<file path="config.mk">
export PLATFORM = sky130hd
export DESIGN_NAME = wb_port_arbiter
export DESIGN_NICKNAME = d
export VERILOG_FILES = /design/src/rtl/mips_pkg.sv /design/src/rtl/wb_port_arbiter_fifo.sv /design/src/rtl/wb_port_arbiter.sv
export SDC_FILE = /design/constraint.sdc
export NUM_CORES = 1
export LEC_CHECK = 0
export ABC_AREA = 1
export CAP_MARGIN = 20
export CORE_UTILIZATION = 35
export CTS_CLUSTER_SIZE = 14
export DETAILED_ROUTE_END_ITERATION = 7
export HOLD_SLACK_MARGIN = 0.12
export PLACE_DENSITY = 0.6
export RECOVER_POWER = 25
export SYNTH_ARGS = -nofsm -noshare
export SYNTH_HDL_FRONTEND = slang
export SYNTH_SLANG_ARGS = --single-unit
</file>
<file path="constraint.sdc">
create_clock -name clk -period 2.5 [get_ports clk]
set_input_delay 0.5 -clock clk [delete_from_list [all_inputs] [get_ports clk]]
set_output_delay 0.5 -clock clk [all_outputs]
set_load 0.05 [all_outputs]
</file>
<file path="src/rtl/mips_pkg.sv">
// Shared definitions for the register-file write-port arbitration slice.
package mips_pkg;

    localparam int REG_ADDR_W = 5;
    localparam int DATA_W     = 32;

    typedef enum logic [1:0] {
        IDLE  = 2'd0,
        PEND  = 2'd1,
        FORCE = 2'd2
    } arb_state_t;

    typedef struct packed {
        logic [REG_ADDR_W-1:0] rd;
        logic [DATA_W-1:0]     data;
    } pend_entry_t;

endpackage

</file>
<file path="src/rtl/wb_port_arbiter_fifo.sv">
// Pending buffer for MDU results waiting on the register-file write port.
// Exposes its next-cycle contents so the owner can register a pending mask.
module wb_pend_fifo
    import mips_pkg::*;
#(
    parameter int DEPTH = 2
) (
    input  logic                                  clk,
    input  logic                                  rst_n,
    input  logic                                  push,
    input  pend_entry_t                           push_entry,
    input  logic                                  pop,
    output logic                                  full,
    output logic                                  empty,
    output pend_entry_t                           head,
    output logic [DEPTH-1:0]                      valid_nxt,
    output logic [DEPTH-1:0][REG_ADDR_W-1:0]      rd_nxt
);

    localparam int PTR_W = $clog2(DEPTH);
    localparam int CNT_W = PTR_W + 1;

    pend_entry_t [DEPTH-1:0] mem_q, mem_d;
    logic [DEPTH-1:0]        valid_q, valid_d;
    logic [PTR_W-1:0]        wr_ptr_q, wr_ptr_d;
    logic [PTR_W-1:0]        rd_ptr_q, rd_ptr_d;
    logic [CNT_W-1:0]        count_q, count_d;
    logic                    do_push, do_pop;

    assign full    = (count_q == CNT_W'(DEPTH));
    assign empty   = (count_q == '0);
    assign head    = mem_q[rd_ptr_q];
    assign do_push = push && !full;
    assign do_pop  = pop && !empty;

    // Pointers wrap naturally because DEPTH is a power of two.
    always_comb begin
        mem_d    = mem_q;
        valid_d  = valid_q;
        wr_ptr_d = wr_ptr_q;
        rd_ptr_d = rd_ptr_q;
        if (do_pop) begin
            valid_d[rd_ptr_q] = 1'b0;
            rd_ptr_d          = rd_ptr_q + 1'b1;
        end
        if (do_push) begin
            mem_d[wr_ptr_q]   = push_entry;
            valid_d[wr_ptr_q] = 1'b1;
            wr_ptr_d          = wr_ptr_q + 1'b1;
        end
        count_d = count_q + CNT_W'(do_push) - CNT_W'(do_pop);
    end

    always_comb begin
        valid_nxt = valid_d;
        for (int i = 0; i < DEPTH; i++) begin
            rd_nxt[i] = mem_d[i].rd;
        end
    end

    always_ff @(posedge clk or negedge rst_n) begin
        if (!rst_n) begin
            mem_q    <= '0;
            valid_q  <= '0;
            wr_ptr_q <= '0;
            rd_ptr_q <= '0;
            count_q  <= '0;
        end else begin
            mem_q    <= mem_d;
            valid_q  <= valid_d;
            wr_ptr_q <= wr_ptr_d;
            rd_ptr_q <= rd_ptr_d;
            count_q  <= count_d;
        end
    end

endmodule

</file>
<file path="src/rtl/wb_port_arbiter.sv">
// Shares the register-file write port between write-back and the MDU,
// buffering MDU results and forcing a one-cycle stall when they starve.
module wb_port_arbiter
    import mips_pkg::*;
#(
    parameter int DEPTH      = 2,
    parameter int STARVE_MAX = 4
) (
    input  logic                  clk,
    input  logic                  rst_n,
    input  logic                  wb_RegWrite,
    input  logic [REG_ADDR_W-1:0] wb_RegDest,
    input  logic [DATA_W-1:0]     wb_WriteReg,
    input  logic                  md_valid,
    input  logic [REG_ADDR_W-1:0] md_rd,
    input  logic [DATA_W-1:0]     md_data,
    output logic                  md_ready,
    output logic                  rf_we,
    output logic [REG_ADDR_W-1:0] rf_waddr,
    output logic [DATA_W-1:0]     rf_wdata,
    output logic                  pipe_stall,
    output logic [31:0]           pending_mask
);

    localparam int SC_W = $clog2(STARVE_MAX + 1);

    arb_state_t             state_q, state_d;
    logic [SC_W-1:0]        starve_q, starve_d;
    logic [31:0]            pending_mask_q, pending_mask_d;

    logic                   fifo_full, fifo_empty, fifo_push, fifo_pop;
    pend_entry_t            fifo_head;
    logic [DEPTH-1:0]       fifo_valid_nxt;
    logic [DEPTH-1:0][REG_ADDR_W-1:0] fifo_rd_nxt;

    logic                   sel_we, wb_grant, bypass;
    logic [REG_ADDR_W-1:0]  sel_addr;
    logic [DATA_W-1:0]      sel_data;

    wb_pend_fifo #(.DEPTH(DEPTH)) u_fifo (
        .clk        (clk),
        .rst_n      (rst_n),
        .push       (fifo_push),
        .push_entry ('{rd: md_rd, data: md_data}),
        .pop        (fifo_pop),
        .full       (fifo_full),
        .empty      (fifo_empty),
        .head       (fifo_head),
        .valid_nxt  (fifo_valid_nxt),
        .rd_nxt     (fifo_rd_nxt)
    );

    always_comb begin
        sel_we   = 1'b0;
        sel_addr = '0;
        sel_data = '0;
        fifo_pop = 1'b0;
        wb_grant = 1'b0;
        bypass   = 1'b0;
        if (state_q == FORCE) begin
            sel_we   = !fifo_empty;
            sel_addr = fifo_head.rd;
            sel_data = fifo_head.data;
            fifo_pop = !fifo_empty;
        end else if (wb_RegWrite) begin
            sel_we   = 1'b1;
            sel_addr = wb_RegDest;
            sel_data = wb_WriteReg;
            wb_grant = 1'b1;
        end else if (!fifo_empty) begin
            sel_we   = 1'b1;
            sel_addr = fifo_head.rd;
            sel_data = fifo_head.data;
            fifo_pop = 1'b1;
        end else if (md_valid) begin
            sel_we   = 1'b1;
            sel_addr = md_rd;
            sel_data = md_data;
            bypass   = 1'b1;
        end
    end

    assign md_ready  = !fifo_full;
    assign fifo_push = md_valid && md_ready && !bypass;

    // Outputs collapse to idle values the moment reset asserts, even with live inputs.
    assign rf_we        = rst_n && sel_we && (sel_addr != '0);
    assign rf_waddr     = rst_n ? sel_addr : '0;
    assign rf_wdata     = rst_n ? sel_data : '0;
    assign pipe_stall   = (state_q == FORCE);
    assign pending_mask = pending_mask_q;

    always_comb begin
        starve_d = starve_q;
        if (fifo_pop) begin
            starve_d = '0;
        end else if (wb_grant && !fifo_empty && starve_q != SC_W'(STARVE_MAX)) begin
            starve_d = starve_q + 1'b1;
        end

        state_d = (|fifo_valid_nxt) ? PEND : IDLE;
        if (state_q != FORCE && starve_d == SC_W'(STARVE_MAX)) begin
            state_d = FORCE;
        end
    end

    always_comb begin
        pending_mask_d = '0;
        for (int i = 0; i < DEPTH; i++) begin
            if (fifo_valid_nxt[i] && fifo_rd_nxt[i] != '0) begin
                pending_mask_d[fifo_rd_nxt[i]] = 1'b1;
            end
        end
    end

    always_ff @(posedge clk or negedge rst_n) begin
        if (!rst_n) begin
            state_q        <= IDLE;
            starve_q       <= '0;
            pending_mask_q <= '0;
        end else begin
            state_q        <= state_d;
            starve_q       <= starve_d;
            pending_mask_q <= pending_mask_d;
        end
    end

endmodule

</file>
Word-level counts from Yosys, hierarchy flattened:

Cells that the tools add are included.

* input bits: 78
* logic and storage cells: 100
* register bits after elaboration: 117

* reduce and logical (&&, ||, !) cells: 23
* bitwise logic cells: 4
* equal/unequal tests: 5
* add/sub/neg operators: 5
* order comparisons: 8
* mux-type cells: 44

Operator list (count)
* 32-bit 2-to-1 mux: 7
* 37-bit 2-to-1 mux: 3
* 74-bit bitwise mux: 1
* 74-bit 2-to-1 mux: 1
* 37-bit demux with 1-bit select: 1
* 32-bit bitwise OR: 1
* 5-bit 2-to-1 mux: 5
* 1-bit 2-to-1 mux: 17
* 1-bit logical AND: 15
* 5-bit nonzero test: 3
* 5-bit by 6-bit < comparator with 1-bit output, second input constant: 2
* 1-bit demux with 5-bit select: 2
* 5-bit by 1-bit greater-or-equal comparator with 1-bit output, second input constant: 2
* 2-bit 2-to-1 mux: 3
* 3-bit 2-to-1 mux: 2
* 2-bit equality test, second input constant: 2
* 1-bit by 2-bit < comparator with 1-bit output, second input constant: 2
* 3-bit by 1-bit adder with 3-bit output, second input constant: 1
* 3-bit equality test, second input constant: 1
* 1-bit zero test: 3
* 3-bit inequality test, second input constant: 1
* 1-bit adder, second input constant: 2
* 2-bit by 1-bit adder with 2-bit output: 1
* 2-bit bitwise AND: 1
* other kinds (8): 10

Depth between registers and ports, before layout:

Gate-level depths: netlist of the first run.

* depth after elaboration: 15
* mapped depth: 12
* depth with buffers taken out: 11

By module:

A second synthesis of the first run with hierarchy kept.

* cells, all modules: 917
* area total of the unflattened synthesis: 6647.6 um^2

By module, submodules not included
* wb_pend_fifo: instances 1, area an instance 3861.2 um^2, cells each 511
* wb_port_arbiter: instances 1, area an instance 2786.4 um^2, cells each 406

Least setup slack after synthesis of the first run:

Ideal clock, no wire load.

* path kind: flip-flop to output port
* from: register state_q[0]
* to: output port rf_wdata[0]
* buffers on the path: 1
* data required time: 2.000 ns
* data arrival time: 2.685 ns
* slack: -0.685 ns
* stages on the path, launching flop included: 6
* path through: dfrtp_1 nor2_1 a21oi_1 clkbuf_1 a211o_1 a21oi_1

* word-level cells in the longest chain between the ends: 3

Ends and longest elaborated chain
* from (decl): RTL line wb_port_arbiter.sv:27 `arb_state_t state_q, state_d;`
* from (signal assigned): RTL line wb_port_arbiter.sv:122 `state_q <= state_d;`
* 2-bit equality test
* named net pipe_stall: RTL line wb_port_arbiter.sv:21 `output logic pipe_stall,`
* 32-bit 2-to-1 mux: RTL line wb_port_arbiter.sv:60 `if (state_q == FORCE) begin`
* 32-bit 2-to-1 mux: RTL line wb_port_arbiter.sv:89 `assign rf_wdata = rst_n ? sel_data : '0;`
* to (decl): RTL line wb_port_arbiter.sv:20 `output logic [DATA_W-1:0] rf_wdata,`

The timed path passes the listed nets, and every way through them passes these cells.

Final worst setup path of the first run:

* from: register u_fifo.count_q[0]
* to: output port rf_waddr[3]

* word-level cells in the longest chain between the ends: 5

Ends and longest elaborated chain
* from (decl): RTL line wb_port_arbiter_fifo.sv:27 `logic [CNT_W-1:0] count_q, count_d;`
* from (signal assigned): RTL line wb_port_arbiter_fifo.sv:73 `count_q <= count_d;`
* 2-bit zero test: RTL line wb_port_arbiter_fifo.sv:31 `assign empty = (count_q == '0);`
* 5-bit 2-to-1 mux: RTL line wb_port_arbiter.sv:70 `end else if (!fifo_empty) begin`
* 5-bit 2-to-1 mux: RTL line wb_port_arbiter.sv:65 `end else if (wb_RegWrite) begin`
* 5-bit 2-to-1 mux: RTL line wb_port_arbiter.sv:60
* 5-bit 2-to-1 mux: RTL line wb_port_arbiter.sv:88 `assign rf_waddr = rst_n ? sel_addr : '0;`
* to (decl): RTL line wb_port_arbiter.sv:19 `output logic [REG_ADDR_W-1:0] rf_waddr,`

No other way between the ends.

==> results of run 1 <==
==> power by group through the flow <==
stage	sequential (mW)	combinational [mW]	clock [mW]
4_1_cts	2.98	5.55	2.50
3_3_place_gp	3.00	5.31	0
6_report	2.99	5.89	2.45
2_1_floorplan	3.24	3.40	0
5_1_grt	3.07	6.49	2.60
3_5_place_dp	3.01	5.37	0
==> cells in the mapped netlist <==
cell type | instances | area share
a32oi_1 | 1 | 0.0014
a21oi_1 | 22 | 0.017
or2_1 | 4 | 0.0040
inv_1 | 73 | 0.044
nor2_2 | 14 | 0.014
buf_2 | 10 | 0.0079
nor2_4 | 5 | 0.0089
o21ai_1 | 1 | 0.00079
nand3_2 | 2 | 0.0032
nand3_1 | 49 | 0.039
a21oi_4 | 1 | 0.0026
dfrtp_1 | 117 | 0.47
o21ai_0 | 73 | 0.058
a211o_1 | 1 | 0.0014
buf_1 | 3 | 0.0018
nand3_4 | 1 | 0.0028
xor2_1 | 2 | 0.0028
nand2_4 | 1 | 0.0018
nand2_2 | 7 | 0.0070
o21ai_2 | 2 | 0.0028
nor2_1 | 31 | 0.018
o211ai_1 | 18 | 0.021
inv_4 | 1 | 0.00099
buf_6 | 1 | 0.0018
clkbuf_1 | 24 | 0.014
or2_2 | 2 | 0.0020
conb_1 | 1 | 0.00060
inv_2 | 9 | 0.0054
ha_1 | 4 | 0.0079
nand2_1 | 390 | 0.23
clkinv_1 | 2 | 0.0012
xnor2_1 | 1 | 0.0014
a31oi_1 | 6 | 0.0060
==> layout make-up <==
cell class	instances	area, um2
Clock buffer	21	470.5
Clock inverter	9	127.6
Fill cell	1695	8087
Inverter	85	326.6
Multi-Input combinational cell	639	3052
Sequential cell	117	2930
Tap cell	225	281.5
Timing Repair Buffer	208	2142
==> cells by family (layout without fill, tap and decap cells) <==
group,Yosys count,count (layout),share of synthesized area
AND/OR/NAND/NOR,506,506,0.3335
other,1,1,0.0005956
adder cells (fa/ha/maj),4,4,0.007949
buffers and inverters,123,323,0.07691
AO/OA/AOI/OAI,125,125,0.1119
flip-flops,117,117,0.4650
XOR/XNOR,3,3,0.004174
==> routing by layer <==
layer	track usage	wire [um]	up-vias	part of all wire
li1	-	-	3127	-
met1	0.2524	8432	2922	0.44
met2	0.3559	9331	162	0.49
met3	0.04586	883	38	0.046
met4	0.08148	427	0	0.022
met5	0	0	-	0
==> final timing paths <==
kind | endpoint | slack [ns] | cells past startpoint | from
max | rf_waddr[3] | 0.03 | 11 | u_fifo.count_q[0]
max in group asynchronous | pending_mask[21] | 0.75 | 3 | rst_n
max reg2reg | pending_mask[1] | 0.44 | 11 | u_fifo.count_q[0]
min reg2reg | flop | 0.47 | 2 | flop
min | pending_mask[0] | 0.43 | 2 | rst_n
min in group clk | flop | 0.47 | 2 | flop
==> timing repair <==
action | 4_1_cts | 5_1_grt
buffers inserted | 4 | 13
pin swaps | 3 | 11
setup endpoints to repair | 37 | 38
gates resized for setup | 20 | 40
cloned | 0 | 4
hold buffers | 1 | 0
hold endpoints to repair | 25 | 0
==> metrics by stage <==
| stage | hold WS [ns] | util | cells | setup slack (ns) |
|---|---|---|---|---|
| 6_report | 0.4325 | 0.5357 | 1304 | 0.02914 |
| 5_1_grt | 0.4113 | 0.5357 | 1304 | -0.1242 |
| 4_1_cts | 0.4109 | 0.5169 | 1290 | -0.03419 |
| 3_5_place_dp | 0.2877 | 0.4764 | 1255 | -0.1355 |
| 3_3_place_gp | 0.2877 | 0.4764 | 1255 | -0.1176 |
| 2_1_floorplan | 0.2044 | - | 879 | 0.09956 |
==> results.tsv, run 1 <==
metric	value	unit
outcome	completed	
die_w	136.1	um
numCtsBuffers	17	
dpl.hpwl	12770	um
grt_max_degree	51	
required	2.00	ns
area_growth	48.19	%
synth_area_per_cell	7.163	um2
finalPower	11.34	mW
maxSlewHeadroom	0.1845	
first_global_vias	6050	
power.switching	4.935	mW
worst_slew_pin_slew	1.223	ns
timing.fmax	0.4047	GHz
path_delay_family	buffers and inverters	
synthCells	879	
synth_area	6296	um2
cp-end-kind	primary output	
place_area	8297	um2
drt-initial-drc-count	406	
maxSlewViolCount	0	
cp_max_fo	6	
cts-root-buf	clkbuf_16	
worstPathArrival	1.97	ns
layout_common_cells	nand2_1 (389), dfrtp_1 (115), clkdlybuf4s50_1 (107), o21ai_0 (73), inv_1 (69)	
finalSetupViolations	0	
grt_pass1_wl	29590	um
tns	0	ns
synth_cell_types	33	
layout_commonest_cell	nand2_1	
ys_seq_elements	117	
n_antenna_cell	0	
layout-drive-gt1-share	0.1900	
p_int	6.407	mW
overflow	0	
drt-pass1-iter-count	6	
critPathBufInv	5	
nNetsFinal	1150	
route.detailed.wl_per_inst	14.63	um
ios	150	
worst_clock_skew	0.007407	ns
cts_sinks	117	
swShare	0.4351	
cts_buffer_depth	2	
cp_cell_sequence	inv_2 -> nand2_8 -> nor2_4 -> buf_12 -> nand3_2 -> nand2_2 -> nor2_2 -> buf_4 -> buf_4 -> nor2_4 -> buf_8	
power_density	1216	nW/um2
fp-row-count	48	
power_frac_seq	0.264	
synth_warnings	0	
place_congestion	0.7967	
cts_tree	built	
grt_usage	0.2077	
min_period	2.471	ns
via_per_inst	4.792	
path_clk_slew	0.05	ns
fp.coreArea	17420	um2
htree_num_levels	4	
clk_latency	0.41	ns
die_h	136.1	um
rsz0062_at_grt	yes	
cpPeakStageDelay	0.39	ns
initial_utilization	0.3615	
leakagePower	4.617	nW
finalInstanceArea	9330	um2
routed_wl	19070	um
die-area	18530	um2
syn-num-nets	961	
antenna_found_initial	0	
synth-seq-area-share	0.4650	
drcViolationCount	0	
numPortBuffers	149	
slowest_stage	dfrtp_1	
period_share	0.9883	
power_frac_comb	0.520	
pwr-share-clk	0.216	
cap_violations	0	
cp-start-kind	flop	
hold_class	primary input to asynchronous set/reset pin	
via_count	6249	
path_class	flop to primary output	
drtAntennaViolNets	0	
peakVddDrop	0.6141	mV
hold_violations	0	
No activity file was read; power rests on OpenSTA's default activity.
==> inputs of run 2 (changes only) <==
- CORE_MARGIN: unset -> 1.5
- SLEW_MARGIN: unset -> 15
==> run 2 against run 1 <==
Register-to-register slack improved by 0.07 ns. Clock skew rose by 0.010 ns. Via count decreased by 0.40%. Highest routed layer unchanged. Non-clock buffer count down 2. Critical path depth decreased by 3. Cell count barely moved. Clock power is 4% lower. Wire length grew 0.72%. Global-route usage decreased by 0.42 points. Flip-flop and latch count unchanged. Die area rose by 1.5%.
==> results.tsv, run 2 (synthesized netlist as in run 1, its figures left out) <==
metric	value	unit	change
min_period	2.456	ns	-0.01439 ns
via_count	6224		-0.40%
maxSlewHeadroom	0.03279		-0.1517
drtAntennaViolNets	0		unchanged
numCtsBuffers	17		unchanged
outcome	completed		
drt-pass1-iter-count	5		-1
htree_num_levels	4		unchanged
finalHoldWorstSlack	0.4695	ns	+0.03707 ns
cap_violations	0		unchanged
layout-drive-gt1-share	0.1870		-0.002954
finalInstanceArea	9315	um2	-0.16%
via_per_inst	4.769		-0.48%
cp-start-kind	flop		
peakVddDrop	0.5580	mV	-9.1%
drcViolationCount	0		unchanged
route.detailed.wl_per_inst	14.72	um	+0.64%
cts_sinks	117		unchanged
grt_pass1_wl	29370	um	-0.77%
worstHoldPathCells	2		
cp_max_fo	7		+1
worst_clock_skew	0.01760	ns	+0.01019 ns
rrSetupSlack	0.51	ns	+0.07 ns
worstPathArrival	1.96	ns	about the same
die-area	18800	um2	+1.5%
grt_usage	0.2036		-0.004178
tns	0	ns	unchanged
final_cells	1305		+0.077%
maxSlewViolCount	0		unchanged
fin_ws	0.04354	ns	+0.01439 ns
place_congestion	0.8142		+2.2%
pre_cts_ws	-0.1322	ns	+0.003331 ns
ios	150		unchanged
dpl.hpwl	12820	um	+0.36%
cts_buffer_depth	2		unchanged
layout_commonest_cell	nand2_1		
worst_slew_pin_slew	1.451	ns	+0.2276 ns
place_area	8362	um2	+0.78%
hold_class	flop to flop		
cp-end-kind	primary output		
path_class	flop to primary output		
r2r_start	u_fifo.count_q[0]		
period_share	0.9826		-0.005757
n_antenna_cell	0		unchanged
area_growth	47.95	%	
hold_violations	0		unchanged
fp-row-count	48		unchanged
met1_length	8516	um	+1.0%
wl_met2	9362	um	+0.33%
overflow	0		unchanged
numPortBuffers	149		unchanged
finalSetupViolations	0		unchanged
power_density	1210	nW/um2	-0.42%
initial_utilization	0.3615		unchanged
regToRegEndpoint	pending_mask[19]		
rsz0062_at_grt	yes		
r2r_cells	11		unchanged
path_clk_slew	0.06	ns	about the same
nNetsFinal	1149		-0.087%
place_inst	1256		+0.080%
clk_latency	0.42	ns	about the same
drt-initial-drc-count	336		-17%
first_global_vias	5880		-2.8%
dr_wl_met3	1115	um	+26%
routed.top_layer	met4		
layout_common_cells	nand2_1 (390), dfrtp_1 (114), clkdlybuf4s50_1 (108), o21ai_0 (73), inv_1 (70)		
die_h	137.1	um	+0.73%
leakagePower	4.593	nW	-0.52%
timing.fmax	0.4071	GHz	+0.59%
antenna_found_initial	0		unchanged
routed_wl	19210	um	+0.72%
grt_max_degree	53		+3.9%
fp.coreArea	17420	um2	unchanged
required	2.00	ns	about the same
cts-root-buf	clkbuf_16		
cts_tree	built		
die_w	137.1	um	+0.73%
==> run 2: layout make-up <==
cell class / instances / area (um2)
multi-input combinational: 640 / 3039
fill: 1678 / 8102
sequential: 117 / 2932
timing repair buffer: 206 / 2151
clock buffer: 18 / 439.2
inverter: 85 / 336.6
tap: 225 / 281.5
clock inverter: 14 / 136.4
==> run 2: worst max-delay path by stage <==
| stage | from | endpoint | slack (ns) | cells after the start |
|---|---|---|---|---|
| after floorplan | state_q[1] | rf_wdata[18] | 0.1 | 6 |
| after global placement | md_valid | rf_wdata[23] | -0.1 | 7 |
| after detailed placement | md_valid | rf_wdata[2] | -0.13 | 7 |
| after CTS | u_fifo.rd_ptr_q | rf_wdata[28] | -0.008 | 6 |
| after global routing | u_fifo.count_q[0] | rf_we | -0.07 | 11 |
| final | u_fifo.count_q[0] | rf_wdata[2] | 0.04 | 8 |
==> run 2: power breakdown <==
group | leakage [nW] | internal (mW) | switching, mW
Combinational | 2.83 | 2.16 | 3.76
Sequential | 1.49 | 2.65 | 0.363
Clock | 0.273 | 1.48 | 0.867
==> run 2: metrics by stage <==
stage                     power (mW)    util
after floorplan                6.635       -
final                          11.28  0.5348
after CTS                      10.99  0.5185
after global placement         8.413  0.4801
after detailed placement       8.466  0.4801
after global routing           12.13  0.5348
==> run 2: what timing repair did <==
item                                    CTS  global route
gates cloned                              0             5
gates resized for setup                  17            38
endpoints found under the setup margin   38            37
endpoints found under the hold margin     9             0
setup buffers                             3             8
hold buffers                              1             0
pin swaps                                 1             6
==> run 2: worst max-delay path, stage by stage (launching register included) <==
cell and delay (ns):
dfrtp_2 0.44, clkinv_4 0.10, nand2_8 0.07, nor2_4 0.13, buf_12 0.14, clkbuf_16 0.15
nand3_1 0.09, a31oi_2 0.25, buf_12 0.17
==> run 2: per-layer routing <==
layer / up-vias / GRT usage
met3: 20 / 0.04852
met2: 180 / 0.3367
met5: - / 0
met4: 0 / 0.06199
li1: 3133 / -
met1: 2891 / 0.2638
